===== src/rtl/fadd_acc.sv =====
// Streaming float32 accumulator: folds each packet of operands into one total
// through a combinational round-to-nearest-even adder and returns it with sticky status.

module fadd (
   input  logic [31:0] a,
   input  logic [31:0] b,
   output logic [31:0] res,
   output logic        ovf
);

   logic        a_nan, b_nan, a_inf, b_inf;
   logic        swap, sign_big, sub;
   logic [31:0] big, sml;
   logic [7:0]  ex_big, ex_sml, diff;
   logic [26:0] m_big, m_sml, m_sh, mask;
   logic        sticky;
   logic [27:0] sum;
   logic [26:0] norm;
   logic [9:0]  e, sh;
   logic [4:0]  lz;
   logic        rnd;
   logic [24:0] mant_r;
   logic [23:0] mant;

   assign a_nan = (a[30:23] == 8'hFF) && (a[22:0] != 23'd0);
   assign b_nan = (b[30:23] == 8'hFF) && (b[22:0] != 23'd0);
   assign a_inf = (a[30:23] == 8'hFF) && (a[22:0] == 23'd0);
   assign b_inf = (b[30:23] == 8'hFF) && (b[22:0] == 23'd0);

   // NOTE: every variable gets a default at the top of an always_comb block so
   // no path leaves it unassigned and no latch is inferred.
   always_comb begin
      res    = 32'd0;
      ovf    = 1'b0;
      swap   = (b[30:0] > a[30:0]);
      big    = swap ? b : a;
      sml    = swap ? a : b;
      sign_big = big[31];
      sub    = a[31] ^ b[31];
      // Denormals use an effective exponent of 1 and no hidden bit.
      ex_big = (big[30:23] == 8'd0) ? 8'd1 : big[30:23];
      ex_sml = (sml[30:23] == 8'd0) ? 8'd1 : sml[30:23];
      diff   = ex_big - ex_sml;
      m_big  = {(big[30:23] != 8'd0), big[22:0], 3'b000};
      m_sml  = {(sml[30:23] != 8'd0), sml[22:0], 3'b000};
      mask   = 27'd0;
      m_sh   = 27'd0;
      sticky = 1'b0;
      if (diff >= 8'd27) begin
         sticky = |m_sml;
      end else begin
         mask   = (27'd1 << diff) - 27'd1;
         sticky = |(m_sml & mask);
         m_sh   = m_sml >> diff;
      end
      m_sh[0] = m_sh[0] | sticky;

      sum  = sub ? ({1'b0, m_big} - {1'b0, m_sh}) : ({1'b0, m_big} + {1'b0, m_sh});
      e    = {2'b00, ex_big};
      lz   = 5'd27;
      sh   = 10'd0;
      norm = sum[26:0];
      if (sum[27]) begin
         norm = {sum[27:2], sum[1] | sum[0]};
         e    = e + 10'd1;
      end else begin
         for (int i = 0; i < 27; i++) begin
            if (sum[i]) lz = 5'(26 - i);
         end
         // Never normalise below the minimum exponent; the result stays denormal.
         sh   = ({5'd0, lz} > (e - 10'd1)) ? (e - 10'd1) : {5'd0, lz};
         norm = sum[26:0] << sh;
         e    = e - sh;
      end

      rnd    = norm[2] & (norm[1] | norm[0] | norm[3]);
      mant_r = {1'b0, norm[26:3]} + {24'd0, rnd};
      mant   = mant_r[23:0];
      if (mant_r[24]) begin
         mant = mant_r[24:1];
         e    = e + 10'd1;
      end

      if (a_nan || b_nan) begin
         res = a_nan ? (a | 32'h0040_0000) : (b | 32'h0040_0000);
      end else if (a_inf && b_inf && sub) begin
         res = 32'h7FC0_0000;
      end else if (a_inf) begin
         res = a;
      end else if (b_inf) begin
         res = b;
      end else if (sum == 28'd0) begin
         // Exact cancellation gives +0; only -0 + -0 keeps the negative sign.
         res = {a[31] & b[31], 31'd0};
      end else if (e >= 10'd255) begin
         res = {sign_big, 8'hFF, 23'd0};
         ovf = 1'b1;
      end else begin
         res = {sign_big, (mant[23] ? e[7:0] : 8'd0), mant[22:0]};
      end
   end

endmodule

module fadd_acc #(
   parameter int CNT_W = 16
) (
   input  logic             clk,
   input  logic             rst_n,
   input  logic             in_valid,
   output logic             in_ready,
   input  logic [31:0]      in_data,
   input  logic             in_last,
   output logic             out_valid,
   input  logic             out_ready,
   output logic [31:0]      out_sum,
   output logic [CNT_W-1:0] out_count,
   output logic             out_ovf,
   output logic             out_special
);

   typedef enum logic {ACC, DONE} state_t;

   localparam logic [CNT_W-1:0] CNT_MAX = {CNT_W{1'b1}};

   state_t           state_q, state_d;
   logic [31:0]      acc_q, acc_d;
   logic [CNT_W-1:0] count_q, count_d;
   logic             ovf_q, ovf_d;
   logic             special_q, special_d;
   logic [31:0]      add_res;
   logic             add_ovf;
   logic             accept;

   fadd u_fadd (
      .a   (acc_q),
      .b   (in_data),
      .res (add_res),
      .ovf (add_ovf)
   );

   assign accept = (state_q == ACC) && in_valid;

   always_comb begin
      state_d   = state_q;
      acc_d     = acc_q;
      count_d   = count_q;
      ovf_d     = ovf_q;
      special_d = special_q;
      unique case (state_q)
         ACC: begin
            if (accept) begin
               count_d = (count_q == CNT_MAX) ? count_q : count_q + 1'b1;
               // The first beat is loaded verbatim so -0.0 and NaN payloads survive.
               if (count_q == '0) begin
                  acc_d     = in_data;
                  ovf_d     = 1'b0;
                  special_d = (in_data[30:23] == 8'hFF);
               end else begin
                  acc_d     = add_res;
                  ovf_d     = ovf_q | add_ovf;
                  special_d = special_q | (add_res[30:23] == 8'hFF);
               end
               if (in_last) state_d = DONE;
            end
         end
         DONE: begin
            if (out_ready) begin
               state_d   = ACC;
               acc_d     = 32'd0;
               count_d   = '0;
               ovf_d     = 1'b0;
               special_d = 1'b0;
            end
         end
         default: state_d = ACC;
      endcase
   end

   // NOTE: sequential state uses non-blocking assignments so every register
   // samples its next-state value from before the edge.
   always_ff @(posedge clk or negedge rst_n) begin
      if (!rst_n) begin
         state_q   <= ACC;
         acc_q     <= 32'd0;
         count_q   <= '0;
         ovf_q     <= 1'b0;
         special_q <= 1'b0;
      end else begin
         state_q   <= state_d;
         acc_q     <= acc_d;
         count_q   <= count_d;
         ovf_q     <= ovf_d;
         special_q <= special_d;
      end
   end

   assign in_ready    = (state_q == ACC);
   assign out_valid   = (state_q == DONE);
   assign out_sum     = acc_q;
   assign out_count   = count_q;
   assign out_ovf     = ovf_q;
   assign out_special = special_q;

endmodule


===== config.mk =====
export PLATFORM = sky130hd
export DESIGN_NAME = fadd_acc
export DESIGN_NICKNAME = d
export VERILOG_FILES = /design/src/rtl/fadd_acc.sv
export SDC_FILE = /design/constraint.sdc
export NUM_CORES = 1
export LEC_CHECK = 0
export CAP_MARGIN = 10
export CORE_MARGIN = 2
export CORE_UTILIZATION = 57
export CTS_CLUSTER_SIZE = 8
export DETAILED_ROUTE_END_ITERATION = 7
export PLACE_DENSITY = 0.8
export SLEW_MARGIN = 15
export SYNTH_ARGS = -nofsm -noshare
export SYNTH_HDL_FRONTEND = slang
export SYNTH_SLANG_ARGS = --single-unit

===== constraint.sdc =====
create_clock -name clk -period 14.2 [get_ports clk]
set_input_delay 2.13 -clock clk [delete_from_list [all_inputs] [get_ports clk]]
set_output_delay 2.13 -clock clk [all_outputs]
set_load 0.01 [all_outputs]

==> results of run 1 <==
cells in the mapped netlist (11+ instances only):
library cell  instances
a211o_1              14
a211oi_1             32
a21o_1               27
a21oi_1             175
a22oi_1              33
a31oi_1              21
and2_1               27
and3_1               23
buf_1                16
buf_2                21
clkbuf_1             74
dfrtp_1              51
ha_1                106
inv_1               109
mux2_2               19
mux2i_1              63
nand2_1             219
nand2b_1             31
nand3_1             103
nand4_1              56
nor2_1              207
nor2b_1              16
nor3_1               62
nor4_1               38
o211ai_1             31
o21a_1               20
o21ai_0             155
o21ai_1              23
o21bai_1             11
o22ai_1              11
o31a_1               13
o31ai_1              29
or2_2                17
or3_1                20
xnor2_1              37
xor2_1               29
through the flow:
stage / setup WS [ns] / setup TNS [ns] / instance area [um2] / hold WS, ns / util, %
after detailed placement: -2.35 / -74.24 / 20900 / 0.485 / 82.8
after global placement: -1.76 / -56.41 / 20900 / 0.478 / 82.8
after floorplan: -1.18 / -35.61 / 15300 / 0.529 / -
after CTS: -1.30 / -41.08 / 22500 / 0.519 / 89.0
what timing repair did:
action,in CTS
gates resized for setup,279
setup endpoints to repair,33
pin swaps,127
buffers inserted,72
cloned,4
cells by family after synthesis:
family | synth area share (%)
flip-flops | 8.68
multiplexers | 6.69
adder cells (fa/ha/maj) | 9.43
AO/OA/AOI/OAI | 35.6
buffers and inverters | 6.52
AND/OR/NAND/NOR | 29.1
XOR/XNOR | 3.93
other | 0.0255
layer usage:
layer,track usage (%),GRT overflow
met1,86.8,27
met2,104,403
met3,83.3,37
met4,96.8,238
met5,63.4,10
==> results.sh, run 1 <==
export IMPL_outcome="did not finish"
export IMPL_stop_stage="global routing"
export IMPL_toolErrorMsg="[ERROR GRT-0116] Global routing finished with congestion. Check the congestion regions in the DRC Viewer."
export IMPL_hold_buffers=0
export IMPL_grt_max_degree=69
export IMPL_die_w_um=165
export IMPL_syn_area_um2=14700
export IMPL_port_buffers=88
export IMPL_synth_edf_count=0
export IMPL_netlist_area_leader_share_pct=9.02
export IMPL_async_flop_share_pct=100
export IMPL_die_y_um=165
export IMPL_htreeDepth=2
export IMPL_row_count=58
export IMPL_synthFlopType="dfrtp_1"
export IMPL_synth_avg_cell_area_um2=6.74
export IMPL_cts_sinks=51
export IMPL_grt_use_total_pct=91.4
export IMPL_root_buffer="clkbuf_16"
export IMPL_synth_cell_type_count=107
export IMPL_ios=89
export IMPL_grt_pass1_vias=30300
export IMPL_ys_seq_area_share_pct=8.68
export IMPL_grt_ovfl_total=715
export IMPL_syn_num_nets=2327
export IMPL_synth_top_area_cell="ha_1"
export IMPL_start_util_pct=58.2
export IMPL_grt_pass1_wl_um=193000
export IMPL_synthCells=2181
export IMPL_synth_area_leaders="ha_1, dfrtp_1, a21oi_1"
export IMPL_yosysWarningCount=0
export IMPL_gp_congestion=1.28
export IMPL_synth_seq_cells=51
export IMPL_clk_path_buf_depth=2
export IMPL_cts_inserted_buffers=5
export IMPL_place_inst=3128
export IMPL_dpl_hpwl_um=61200
==> run 2: changes to the inputs <==
--- a/config.mk
+++ b/config.mk
@@ -7,10 +7,9 @@
 export LEC_CHECK = 0
 export CAP_MARGIN = 10
 export CORE_MARGIN = 2
-export CORE_UTILIZATION = 57
-export CTS_CLUSTER_SIZE = 8
+export CORE_UTILIZATION = 40
 export DETAILED_ROUTE_END_ITERATION = 7
-export PLACE_DENSITY = 0.8
+export PLACE_DENSITY_LB_ADDON = 0.15
 export SLEW_MARGIN = 15
 export SYNTH_ARGS = -nofsm -noshare
 export SYNTH_HDL_FRONTEND = slang
==> constraint.sdc (replaced) <==
create_clock -name clk -period 18.46 [get_ports clk]
set_input_delay 2.769 -clock clk [delete_from_list [all_inputs] [get_ports clk]]
set_output_delay 2.769 -clock clk [all_outputs]
set_load 0.01 [all_outputs]
==> run 2 against run 1 <==
  * The run now ends clean
  * Synthesized area stayed put
  * Synthesized cell count unchanged
==> results.sh, run 2 <==
export IMPL_outcome="completed"
export IMPL_rr_endpoint="out_sum[23]$_DFFE_PN0P_"
export IMPL_cts_inserted_buffers=5
export IMPL_finalMaxSlewViolations=0
export IMPL_dp_worst_setup_slack_ns=-0.536
export IMPL_maxCapViolCount=0
export IMPL_dpl_hpwl_um=62100
export IMPL_synth_most_common_cell="nand2_1"
export IMPL_antenna_found_initial=0
export IMPL_syn_area_um2=14700
export IMPL_ios=89
export IMPL_clk_path_buf_depth=2
export IMPL_synth_top_area_cell="ha_1"
export IMPL_path_max_fanout=10
export IMPL_root_buffer="clkbuf_16"
export IMPL_via_per_inst=6.84
export IMPL_drtAntennaViolNets=0
export IMPL_synthFlopType="dfrtp_1"
export IMPL_totalNegativeSetupSlack_ns=0
export IMPL_min_to="out_ovf$_DFFE_PN0P_"
export IMPL_r2r_cells=72
export IMPL_finalCriticalPeriod_ns=17.73
export IMPL_r2r_slack_ns=2.86
export IMPL_max_freq_mhz=56.4
export IMPL_relSlewSlack_pct=18.6
export IMPL_cts_clk_slew_worst_paths_ns=0.07
export IMPL_nFillCells=3809
export IMPL_synthCells=2181
export IMPL_grt_ovfl_total=0
export IMPL_gp_congestion=1.03
export IMPL_crit_slowest_cell="o311ai_0"
export IMPL_synth_cell_type_count=107
export IMPL_end_kind="register"
export IMPL_cp_start_kind="primary input"
export IMPL_area_delta_synth_final_pct=20.7
export IMPL_nets=2506
export IMPL_synth_seq_cells=51
export IMPL_period_share_pct=96.0
export IMPL_drc_errors=0
export IMPL_synth_area_leaders="ha_1, dfrtp_1, a21oi_1"
export IMPL_hold_buffers=0
export IMPL_worstReg2RegStart="out_sum[6]$_DFFE_PN0P_"
export IMPL_cp_data_arrival_time_ns=17.93
export IMPL_hp_class="register to register"
export IMPL_worst_pin_slew_ns=1.21
export IMPL_crit_required_ns=18.66
export IMPL_syn_num_nets=2327
export IMPL_first_pass_iters=7
export IMPL_setup_slack_ns=0.730
export IMPL_coreArea_um2=36400
export IMPL_clkLatencyLatePin_ns=0.30
export IMPL_start_util_pct=40.4
export IMPL_final_common_cell="nand2_1"
export IMPL_die_y_um=196
export IMPL_num_vias=19400
export IMPL_synth_avg_cell_area_um2=6.74
export IMPL_async_flop_share_pct=100
export IMPL_grt_use_total_pct=39.3
export IMPL_hold_violations=0
export IMPL_cts_tree="built"
export IMPL_synthTopCellsByCount="nand2_1, nor2_1, a21oi_1"
export IMPL_netlist_area_leader_share_pct=9.02
export IMPL_drive_gt1_share_pct=15.3
export IMPL_cts_sinks=51
export IMPL_final_cell_mix="nand2_1, nor2_1, buf_4, a21oi_1, o21ai_0"
export IMPL_crit_type="primary input to register"
export IMPL_drt_total_wl_um=78100
export IMPL_dieArea_um2=38300
export IMPL_grt_pass1_vias=18300
export IMPL_largest_reg_flops=32
export IMPL_grt_max_degree=53
export IMPL_setup_violations=0
export IMPL_row_count=70
export IMPL_htreeDepth=2
export IMPL_synth_edf_count=0
export IMPL_grt_pass1_wl_um=115000
export IMPL_skew_ns=0.00695
export IMPL_holdPathStages=1
export IMPL_wire_per_inst_um=27.6
export IMPL_yosysWarningCount=0
export IMPL_die_w_um=196
export IMPL_ys_seq_area_share_pct=8.68
export IMPL_critPathMaxStageDelay_ns=0.87
export IMPL_worstHoldStart="out_ovf$_DFFE_PN0P_"
export IMPL_drtIter0Drc=2176
export IMPL_port_buffers=88
==> run 2: cell type report <==
cell class | count | area, um2 | area share (%)
Multi-Input combinational cell | 1896 | 12800 | 72.3
Timing Repair Buffer | 291 | 2450 | 13.8
Sequential cell | 51 | 1280 | 7.19
Tap cell | 468 | 586 | 3.30
Inverter | 115 | 435 | 2.45
Clock buffer | 6 | 129 | 0.726
Clock inverter | 1 | 30.0 | 0.169
Antenna cell | 1 | 2.50 | 0.0141
==> run 2: worst max-delay path by stage <==
stage | from | end | slack, ns
6_report | in_data[16] | out_sum[23]$_DFFE_PN0P_ | 0.73
5_1_grt | in_data[16] | out_sum[23]$_DFFE_PN0P_ | -0.08
4_1_cts | in_data[12] | out_sum[23]$_DFFE_PN0P_ | 0.02
3_5_place_dp | in_data[12] | out_sum[29]$_DFFE_PN0P_ | -0.54
3_3_place_gp | in_data[12] | out_sum[24]$_DFFE_PN0P_ | -0.19
2_1_floorplan | in_data[30] | out_sum[25]$_DFFE_PN0P_ | 0.40
==> run 2: routing by layer <==
layer / wire length [um] / track usage (%) / up-vias / part of all wire, %
met5: 0 / 0 / - / 0
met4: 5340 / 21.8 / 0 / 6.8
met3: 7380 / 6.64 / 274 / 9.4
met2: 34800 / 63.8 / 1210 / 45
met1: 30600 / 49.6 / 9233 / 39
li1: - / - / 8643 / -
==> run 2: cells by family after synthesis <==
kind of cell             Yosys count  share of synthesized area (%)
AND/OR/NAND/NOR                  865                           29.1
multiplexers                      90                           6.69
flip-flops                        51                           8.68
XOR/XNOR                          66                           3.93
other                              1                         0.0255
AO/OA/AOI/OAI                    764                           35.6
buffers and inverters            235                           6.52
adder cells (fa/ha/maj)          109                           9.43
==> run 2: critical path: cells and delay by family <==
kind                     cells  cell delay [ns]
AO/OA/AOI/OAI               23             5.01
XOR/XNOR                     1             0.20
adder cells (fa/ha/maj)      7             2.22
buffers and inverters       11             2.06
multiplexers                 2             0.67
AND/OR/NAND/NOR             29             4.94
==> run 2: per-stage QoR <==
stage / hold WS, ns / std cells / cell area [um2] / util [%]
6_report: 0.574 / 2829 / 17800 / 48.7
5_1_grt: 0.595 / 2828 / 17800 / 48.7
4_1_cts: 0.572 / 2818 / 17300 / 47.6
3_5_place_dp: 0.544 / 2811 / 17200 / 47.1
3_3_place_gp: 0.538 / 2811 / 17200 / 47.1
2_1_floorplan: 0.529 / 2181 / 14700 / -
==> run 2: what timing repair did <==
action,4_1_cts,5_1_grt
cloned,0,2
setup endpoints to repair,32,33
buffers inserted,0,8
pin swaps,0,8
gates resized for setup,5,84
Power of run 2 is left out: the tool's default activity adds up to more than one toggle a clock period on the data nets, which glitch-free logic cannot reach.
==> run 3: changes to the inputs <==
--- a/config.mk
+++ b/config.mk
@@ -9,6 +9,7 @@
 export CORE_MARGIN = 2
 export CORE_UTILIZATION = 40
 export DETAILED_ROUTE_END_ITERATION = 7
+export HOLD_SLACK_MARGIN = 0.03
 export PLACE_DENSITY_LB_ADDON = 0.15
 export SLEW_MARGIN = 15
 export SYNTH_ARGS = -nofsm -noshare
==> results of run 3 <==
Final layout, timing and power as in run 2 (identical DEF).
Power of run 3 is left out for the same reason.
